<file path="src/rtl/bitriquat_pkg.sv">
// Shared types and helpers for the scheduler that fronts the NCL binary+trinary=quaternary adder.
package bitriquat_pkg;

  typedef enum logic [1:0] {
    IDLE  = 2'd0,
    DATA  = 2'd1,
    NULLP = 2'd2,
    RESP  = 2'd3
  } state_e;

  localparam int BI_W   = 2;
  localparam int TRI_W  = 3;
  localparam int QUAT_W = 4;

  localparam logic [1:0] TRI_ILLEGAL = 2'd3;

  // Lowest-index high rail wins, so a multi-hot word still decodes deterministically.
  function automatic logic [1:0] onehot_to_bin(input logic [QUAT_W-1:0] rails);
    logic [1:0] idx;
    idx = '0;
    for (int i = QUAT_W - 1; i >= 0; i--) begin
      if (rails[i]) idx = 2'(i);
    end
    return idx;
  endfunction

endpackage

</file>
<file path="src/rtl/bitriquat_sched_arb.sv">
// Round-robin arbiter: grants the first valid requester at or after the pointer,
// and moves the pointer past the winner when the grant is taken.
module rr_arbiter #(
  parameter int NREQ = 2,
  parameter int IDW  = $clog2(NREQ)
) (
  input  logic            clk,
  input  logic            init_n,
  input  logic [NREQ-1:0] valid_i,
  input  logic            advance_i,
  output logic [NREQ-1:0] gnt_o,
  output logic [IDW-1:0]  gnt_id_o,
  output logic            any_o
);

  logic [IDW-1:0] ptr_q, ptr_d;

  always_comb begin
    gnt_o    = '0;
    gnt_id_o = '0;
    any_o    = 1'b0;
    ptr_d    = ptr_q;
    for (int d = 0; d < NREQ; d++) begin
      for (int j = 0; j < NREQ; j++) begin
        if (!any_o && valid_i[j] && (((int'(ptr_q) + d) % NREQ) == j)) begin
          any_o    = 1'b1;
          gnt_o[j] = 1'b1;
          gnt_id_o = IDW'(j);
          ptr_d    = IDW'((j + 1) % NREQ);
        end
      end
    end
  end

  always_ff @(posedge clk or negedge init_n) begin
    if (!init_n) begin
      ptr_q <= '0;
    end else if (advance_i && any_o) begin
      ptr_q <= ptr_d;
    end
  end

endmodule

</file>
<file path="src/rtl/bitriquat_sched.sv">
// Shares one clockless NCL binary+trinary adder between NREQ clocked requesters.
// Optional build macro BITRIQUAT_SCHED_ONEHOT_CHECK_EN adds multi-hot/sum checking and onehot_fault.
module bitriquat_sched
  import bitriquat_pkg::*;
#(
  parameter int NREQ        = 2,
  parameter int SYNC_STAGES = 2,
  parameter int TIMEOUT_CYC = 255
) (
  input  logic                     clk,
  input  logic                     init_n,
  input  logic [NREQ-1:0]          req_valid,
  input  logic [NREQ-1:0]          req_bi,
  input  logic [2*NREQ-1:0]        req_tri,
  output logic [NREQ-1:0]          req_ready,
  output logic [BI_W-1:0]          biin,
  output logic [TRI_W-1:0]         triin,
  output logic                     quat_en,
  input  logic [QUAT_W-1:0]        quatout,
  output logic                     rsp_valid,
  input  logic                     rsp_ready,
  output logic [$clog2(NREQ)-1:0]  rsp_id,
  output logic [1:0]               rsp_sum,
  output logic                     rsp_err,
`ifdef BITRIQUAT_SCHED_ONEHOT_CHECK_EN
  output logic                     onehot_fault,
`endif
  output logic                     busy
);

  localparam int IDW = $clog2(NREQ);
  localparam logic [7:0] TMO = 8'(TIMEOUT_CYC);

  state_e              state_q, state_d;
  logic                bi_q, bi_d;
  logic [1:0]          tri_q, tri_d;
  logic [IDW-1:0]      id_q, id_d;
  logic [1:0]          sum_q, sum_d;
  logic                err_q, err_d;
  logic [7:0]          timer_q, timer_d;
  logic [BI_W-1:0]     biin_q, biin_d;
  logic [TRI_W-1:0]    triin_q, triin_d;
  logic                quat_en_q, quat_en_d;
  logic                arm_q;
  logic [QUAT_W-1:0]   sync_q [SYNC_STAGES];
  logic [QUAT_W-1:0]   qs;

  logic [NREQ-1:0]     gnt;
  logic [IDW-1:0]      gnt_id;
  logic                gnt_any;
  logic                grant_en;
  logic                sel_bi;
  logic [1:0]          sel_tri;
  logic                timeout;

`ifdef BITRIQUAT_SCHED_ONEHOT_CHECK_EN
  logic                fault_q, fault_d;
  logic                multi_hot;
  logic [1:0]          exp_sum;
  assign multi_hot    = |(qs & (qs - QUAT_W'(1)));
  assign exp_sum      = {1'b0, bi_q} + tri_q;
  assign onehot_fault = fault_q;
`endif

  // Rails from the adder are asynchronous; only the last synchronizer stage is trusted.
  assign qs       = sync_q[SYNC_STAGES-1];
  assign grant_en = (state_q == IDLE) && arm_q;

  rr_arbiter #(
    .NREQ (NREQ),
    .IDW  (IDW)
  ) u_arb (
    .clk       (clk),
    .init_n    (init_n),
    .valid_i   (req_valid),
    .advance_i (grant_en),
    .gnt_o     (gnt),
    .gnt_id_o  (gnt_id),
    .any_o     (gnt_any)
  );

  always_comb begin
    state_d = state_q;
    bi_d    = bi_q;
    tri_d   = tri_q;
    id_d    = id_q;
    sum_d   = sum_q;
    err_d   = err_q;
`ifdef BITRIQUAT_SCHED_ONEHOT_CHECK_EN
    fault_d = fault_q;
`endif
    sel_bi  = 1'b0;
    sel_tri = '0;
    for (int i = 0; i < NREQ; i++) begin
      if (gnt[i]) begin
        sel_bi  = req_bi[i];
        sel_tri = req_tri[2*i +: 2];
      end
    end
    timeout = ((timer_q + 8'd1) == TMO);

    case (state_q)
      IDLE: begin
        if (grant_en && gnt_any) begin
          bi_d    = sel_bi;
          tri_d   = sel_tri;
          id_d    = gnt_id;
          sum_d   = '0;
          // An illegal trinary code never reaches the adder.
          err_d   = (sel_tri == TRI_ILLEGAL);
          state_d = (sel_tri == TRI_ILLEGAL) ? RESP : DATA;
        end
      end
      DATA: begin
        if (qs != '0) begin
          sum_d   = onehot_to_bin(qs);
          state_d = NULLP;
`ifdef BITRIQUAT_SCHED_ONEHOT_CHECK_EN
          if (multi_hot || (onehot_to_bin(qs) != exp_sum)) begin
            err_d   = 1'b1;
            fault_d = 1'b1;
          end
`endif
        end else if (timeout) begin
          err_d   = 1'b1;
          state_d = NULLP;
        end
      end
      NULLP: begin
        if (qs == '0) begin
          state_d = RESP;
        end else if (timeout) begin
          err_d   = 1'b1;
          state_d = RESP;
        end
      end
      RESP: begin
        if (rsp_ready) state_d = IDLE;
      end
      default: state_d = IDLE;
    endcase

    // Timer restarts on every phase change and only runs while waiting on the adder.
    if ((state_d != state_q) || (state_q == IDLE) || (state_q == RESP)) begin
      timer_d = '0;
    end else begin
      timer_d = timer_q + 8'd1;
    end

    biin_d    = '0;
    triin_d   = '0;
    quat_en_d = 1'b0;
    if (state_d == DATA) begin
      biin_d    = BI_W'(1) << bi_d;
      triin_d   = TRI_W'(1) << tri_d;
      quat_en_d = 1'b1;
    end
  end

  // Adder-facing rails are registered so the NCL inputs switch cleanly, and clear asynchronously on reset.
  always_ff @(posedge clk or negedge init_n) begin
    if (!init_n) begin
      state_q   <= IDLE;
      bi_q      <= 1'b0;
      tri_q     <= '0;
      id_q      <= '0;
      sum_q     <= '0;
      err_q     <= 1'b0;
      timer_q   <= '0;
      biin_q    <= '0;
      triin_q   <= '0;
      quat_en_q <= 1'b0;
      arm_q     <= 1'b0;
`ifdef BITRIQUAT_SCHED_ONEHOT_CHECK_EN
      fault_q   <= 1'b0;
`endif
      for (int i = 0; i < SYNC_STAGES; i++) sync_q[i] <= '0;
    end else begin
      state_q   <= state_d;
      bi_q      <= bi_d;
      tri_q     <= tri_d;
      id_q      <= id_d;
      sum_q     <= sum_d;
      err_q     <= err_d;
      timer_q   <= timer_d;
      biin_q    <= biin_d;
      triin_q   <= triin_d;
      quat_en_q <= quat_en_d;
      arm_q     <= 1'b1;
`ifdef BITRIQUAT_SCHED_ONEHOT_CHECK_EN
      fault_q   <= fault_d;
`endif
      sync_q[0] <= quatout;
      for (int i = 1; i < SYNC_STAGES; i++) sync_q[i] <= sync_q[i-1];
    end
  end

  assign req_ready = gnt & {NREQ{grant_en}};
  assign biin      = biin_q;
  assign triin     = triin_q;
  assign quat_en   = quat_en_q;
  assign rsp_valid = (state_q == RESP);
  assign rsp_id    = id_q;
  assign rsp_sum   = sum_q;
  assign rsp_err   = err_q;
  assign busy      = (state_q != IDLE);

endmodule

</file>
<file path="config.mk">
export PLATFORM = sky130hd
export DESIGN_NAME = bitriquat_sched
export DESIGN_NICKNAME = d
export VERILOG_FILES = /design/src/rtl/bitriquat_pkg.sv /design/src/rtl/bitriquat_sched_arb.sv /design/src/rtl/bitriquat_sched.sv
export SDC_FILE = /design/constraint.sdc
export NUM_CORES = 1
export LEC_CHECK = 0
export CAP_MARGIN = 20
export CORE_ASPECT_RATIO = 1.4
export CORE_UTILIZATION = 51
export DETAILED_ROUTE_END_ITERATION = 6
export PLACE_DENSITY = 0.88
export SETUP_SLACK_MARGIN = 0.2
export SLEW_MARGIN = 25
export SYNTH_ARGS = -nofsm -noshare
export SYNTH_HDL_FRONTEND = slang
export SYNTH_SLANG_ARGS = --single-unit
</file>
<file path="constraint.sdc">
create_clock -name clk -period 2.5 [get_ports clk]
set_input_delay 0.25 -clock clk [delete_from_list [all_inputs] [get_ports clk]]
set_output_delay 0.25 -clock clk [all_outputs]
set_load 0.05 [all_outputs]
</file>
==> flow_metrics.py, run 1 <==
metrics = {
    "run_status": {
        "status": "completed",
    },
    "sta": {
        "finClkSkew_ns": 0.00645,
        "timing.final.hold_violations": 0,
        "finalCriticalPeriod_ns": 2.24,
        "tightest_slew_ns": 0.569,
        "totalNegativeSetupSlack_ns": 0,
        "holdWs_ns": 0.345,
        "slew_violations": 0,
        "max_slew_margin_pct": 61.7,
        "grt_setup_unrepaired": "no",
        "finalSetupViolations": 0,
        "max_freq_mhz": 446,
        "fin_crit_sh_pct": 89.7,
    },
    "worst_setup_path": {
        "crit_fanout": 8,
        "crit_required_ns": 2.66,
        "start_kind": "register",
        "critPathKind": "register to register",
        "crit_path_end_kind": "register",
        "crit_chain": "ha_2 > xnor2_1 > or3_4 > o21a_4 > a2111oi_4 > nand3b_4 > nor2_1",
        "crit_slowest_cell": "dfrtp_1",
        "cpPeakStageDelay_ns": 0.42,
        "cp_data_arrival_time_ns": 2.40,
    },
    "finish": {
        "diodes": 0,
        "syn_to_final_growth_pct": 33.2,
        "final_cells": 213,
        "final_cell_area_mm2": 0.00205,
        "fillCellCount": 208,
        "design.final.nets": 197,
        "layout-drive-gt1-share_pct": 16.5,
    },
    "floorplanning": {
        "core_mm2": 0.00288,
        "initial_core_util_pct": 53.6,
        "die_area_mm2": 0.00325,
        "die_x_um": 48.5,
        "rows": 23,
        "die_h_um": 67.1,
        "num_io_pins": 29,
    },
    "route": {
        "dr.pass1.iters": 5,
        "wire_per_inst_um": 15.2,
        "drc": 0,
        "vias": 1179,
        "drtAntennaViolNets": 0,
        "viasPerCell": 5.54,
        "drt_iter0_drc": 41,
        "wl_um": 3230,
    },
    "clock_tree": {
        "htreeDepth": 2,
        "clk_latency_ns": 0.29,
        "cts_sinks": 33,
        "cts_tree": "yes",
        "cts_setup_buffers": 0,
        "cts_inserted_buffers": 5,
        "cts_hold_buf": 0,
        "cts_root_buffer": "clkbuf_8",
        "clkTransAtPathRegs_ns": 0.07,
        "cts_buffer_depth": 2,
    },
    "synth": {
        "ys_seq_area_share_pct": 53.6,
        "ys.flop_type": "dfrtp_1",
        "synth-edff-count": 0,
        "ys_seq_elements": 33,
        "synth_top_cells_by_area": "dfrtp_1 (54%), ha_1 (5.7%), nor2_1 (3.9%)",
        "synthMuxAreaShare_pct": 1.46,
        "synthAdderAreaFrac_pct": 5.68,
        "synth-warning-count": 0,
        "synth_xor_area_share_pct": 4.46,
        "syn_avg_cell_area_um2": 11.1,
        "syn_area_mm2": 0.00154,
        "synth.top_cell.area_share_pct": 53.6,
        "yosysTopAreaCell": "dfrtp_1",
        "syn_inst": 139,
        "synth_top_family_by_area": "simple AND/OR/NAND/NOR gates",
        "synth-compound-area-share_pct": 15.4,
        "syn_nets": 161,
        "yosys.area_share.simple_pct": 16.2,
        "async_flop_share_pct": 100,
        "yosysUniqueCellTypes": 41,
    },
    "global_routing": {
        "grt_util_all_layers_pct": 23.2,
        "grt_pass1_vias": 1205,
        "antenna_found_initial": 0,
        "grt-ovfl-total": 0,
        "grt_pass1_wl_um": 5400,
        "grt_max_degree": 34,
    },
    "place": {
        "dp_hpwl_um": 2360,
        "place_area_mm2": 0.00189,
        "port-buffer-count": 28,
        "dp_cells": 205,
        "gp_congestion": 0.864,
    },
    "min_path": {
        "worstHoldPathType": "register to register",
    },
    "pwr": {
        "fin_total_pwr_w": 0.00232,
        "p_per_area_mw_per_mm2": 1130,
        "leakage_nw": 0.904,
        "ir_drop_mv": 0.714,
    },
    "flow_run": {
        "maxCapViolations": 0,
    },
}
==> metrics by stage <==
stage | setup slack, ns | utilization (%)
finish | 0.257 | 71.3
CTS | 0.208 | 69.9
global route | 0.186 | 71.3
floorplan | 0.418 | -
detailed placement | 0.217 | 65.8
global placement | 0.339 | 65.8
==> placed cells by master, fill, tap and decap left out, types with 2 or more instances in the layout <==
cell	netlist	routed
dfrtp_1	33	33
clkdlybuf4s50_1	0	25
nor2_1	16	15
nand2_1	12	12
inv_1	10	9
a21oi_1	6	6
clkbuf_8	0	6
xnor2_1	5	5
ha_1	7	5
nand3_1	4	4
buf_4	0	4
o211ai_1	3	3
o21a_1	4	3
and3_1	3	3
nor2b_1	2	2
a32oi_1	2	2
o21ai_0	2	2
mux2_2	2	2
ha_2	0	2
==> registers in the layout (all words and copies together), names as in the netlist <==
name	flops
triin	3
timer_q	8
sync_q	4
state_q	2
rsp_id	1
rsp_err	1
biin	2
bi_q	1
quat_en	1
u_arb.ptr_q	1
qs	4
tri_q	2
arm_q	1
rsp_sum	2
==> critical path: cells and delay by family (launching register included) <==
| kind | cells | cell delay [ns] |
|---|---|---|
| AND/OR/NAND/NOR | 3 | 0.72 |
| AO/OA/AOI/OAI | 2 | 0.61 |
| flip-flops | 1 | 0.42 |
| adder cells (fa/ha/maj) | 1 | 0.23 |
| XOR/XNOR | 1 | 0.15 |
==> Yosys cell counts (3+ instances only) <==
cell type and count:
a21oi_1 6, dfrtp_1 33, xnor2_1 5, o21a_1 4, and3_1 3, nor2_1 16
inv_1 10, nand2_1 12, nand3_1 4, ha_1 7, o211ai_1 3
==> final timing paths <==
path	from	endpoint	slack (ns)	cells past startpoint
max in group asynchronous	init_n	sync_q[5]	1.84	2
min in group asynchronous	init_n	timer_q[1]	0.36	2
min	sync_q[6]	qs[2]	0.34	0
max	timer_q[0]	timer_q[3]	0.26	7
min reg2reg	sync_q[6]	qs[2]	0.34	0
max reg2reg	timer_q[0]	timer_q[3]	0.26	7
==> repair_timing <==
item / CTS / global route
cloned: 0 / 0
gates resized for setup: 1 / 7
setup endpoints to repair: 1 / 10
==> metal layers <==
layer	vias up	routed length [um]	global-route usage [%]
met5	-	0	0
met4	0	85	11.8
met3	10	213	8.45
met2	49	1730	41.0
met1	567	1200	24.4
li1	553	-	-
==> final cells by class <==
| cell class | count | area, um^2 | share of cell area, % |
|---|---|---|---|
| Clock inverter | 2 | 37.5 | 1.83 |
| Inverter | 10 | 37.5 | 1.83 |
| Clock buffer | 6 | 82.6 | 4.02 |
| Sequential cell | 33 | 826 | 40.2 |
| Tap cell | 37 | 46.3 | 2.25 |
| Multi-Input combinational cell | 94 | 714 | 34.8 |
| Timing Repair Buffer | 31 | 309 | 15.1 |
==> cells by family (layout without fill, tap and decap cells) <==
| group | count (synthesis) | after routing |
|---|---|---|
| other cells | 1 | 1 |
| compound gates | 30 | 30 |
| mux | 2 | 2 |
| fa+ha+maj | 7 | 7 |
| simple gates | 47 | 47 |
| xor+xnor | 7 | 7 |
| buf+inv | 12 | 49 |
| flops | 33 | 33 |
==> where the power goes <==
part	internal (W)	switching [W]	total [W]
Combinational	0.000402	0.000683	0.00108
Sequential	0.000645	0.0000699	0.000715
Clock	0.000324	0.000197	0.000521
No activity file was read; power rests on OpenSTA's default activity.
==> inputs of run 2 (changes only) <==
SLEW_MARGIN = 20   (was 25)
==> results of run 2 <==
Same layout as run 1: the final DEF is identical, and so are final timing and power.
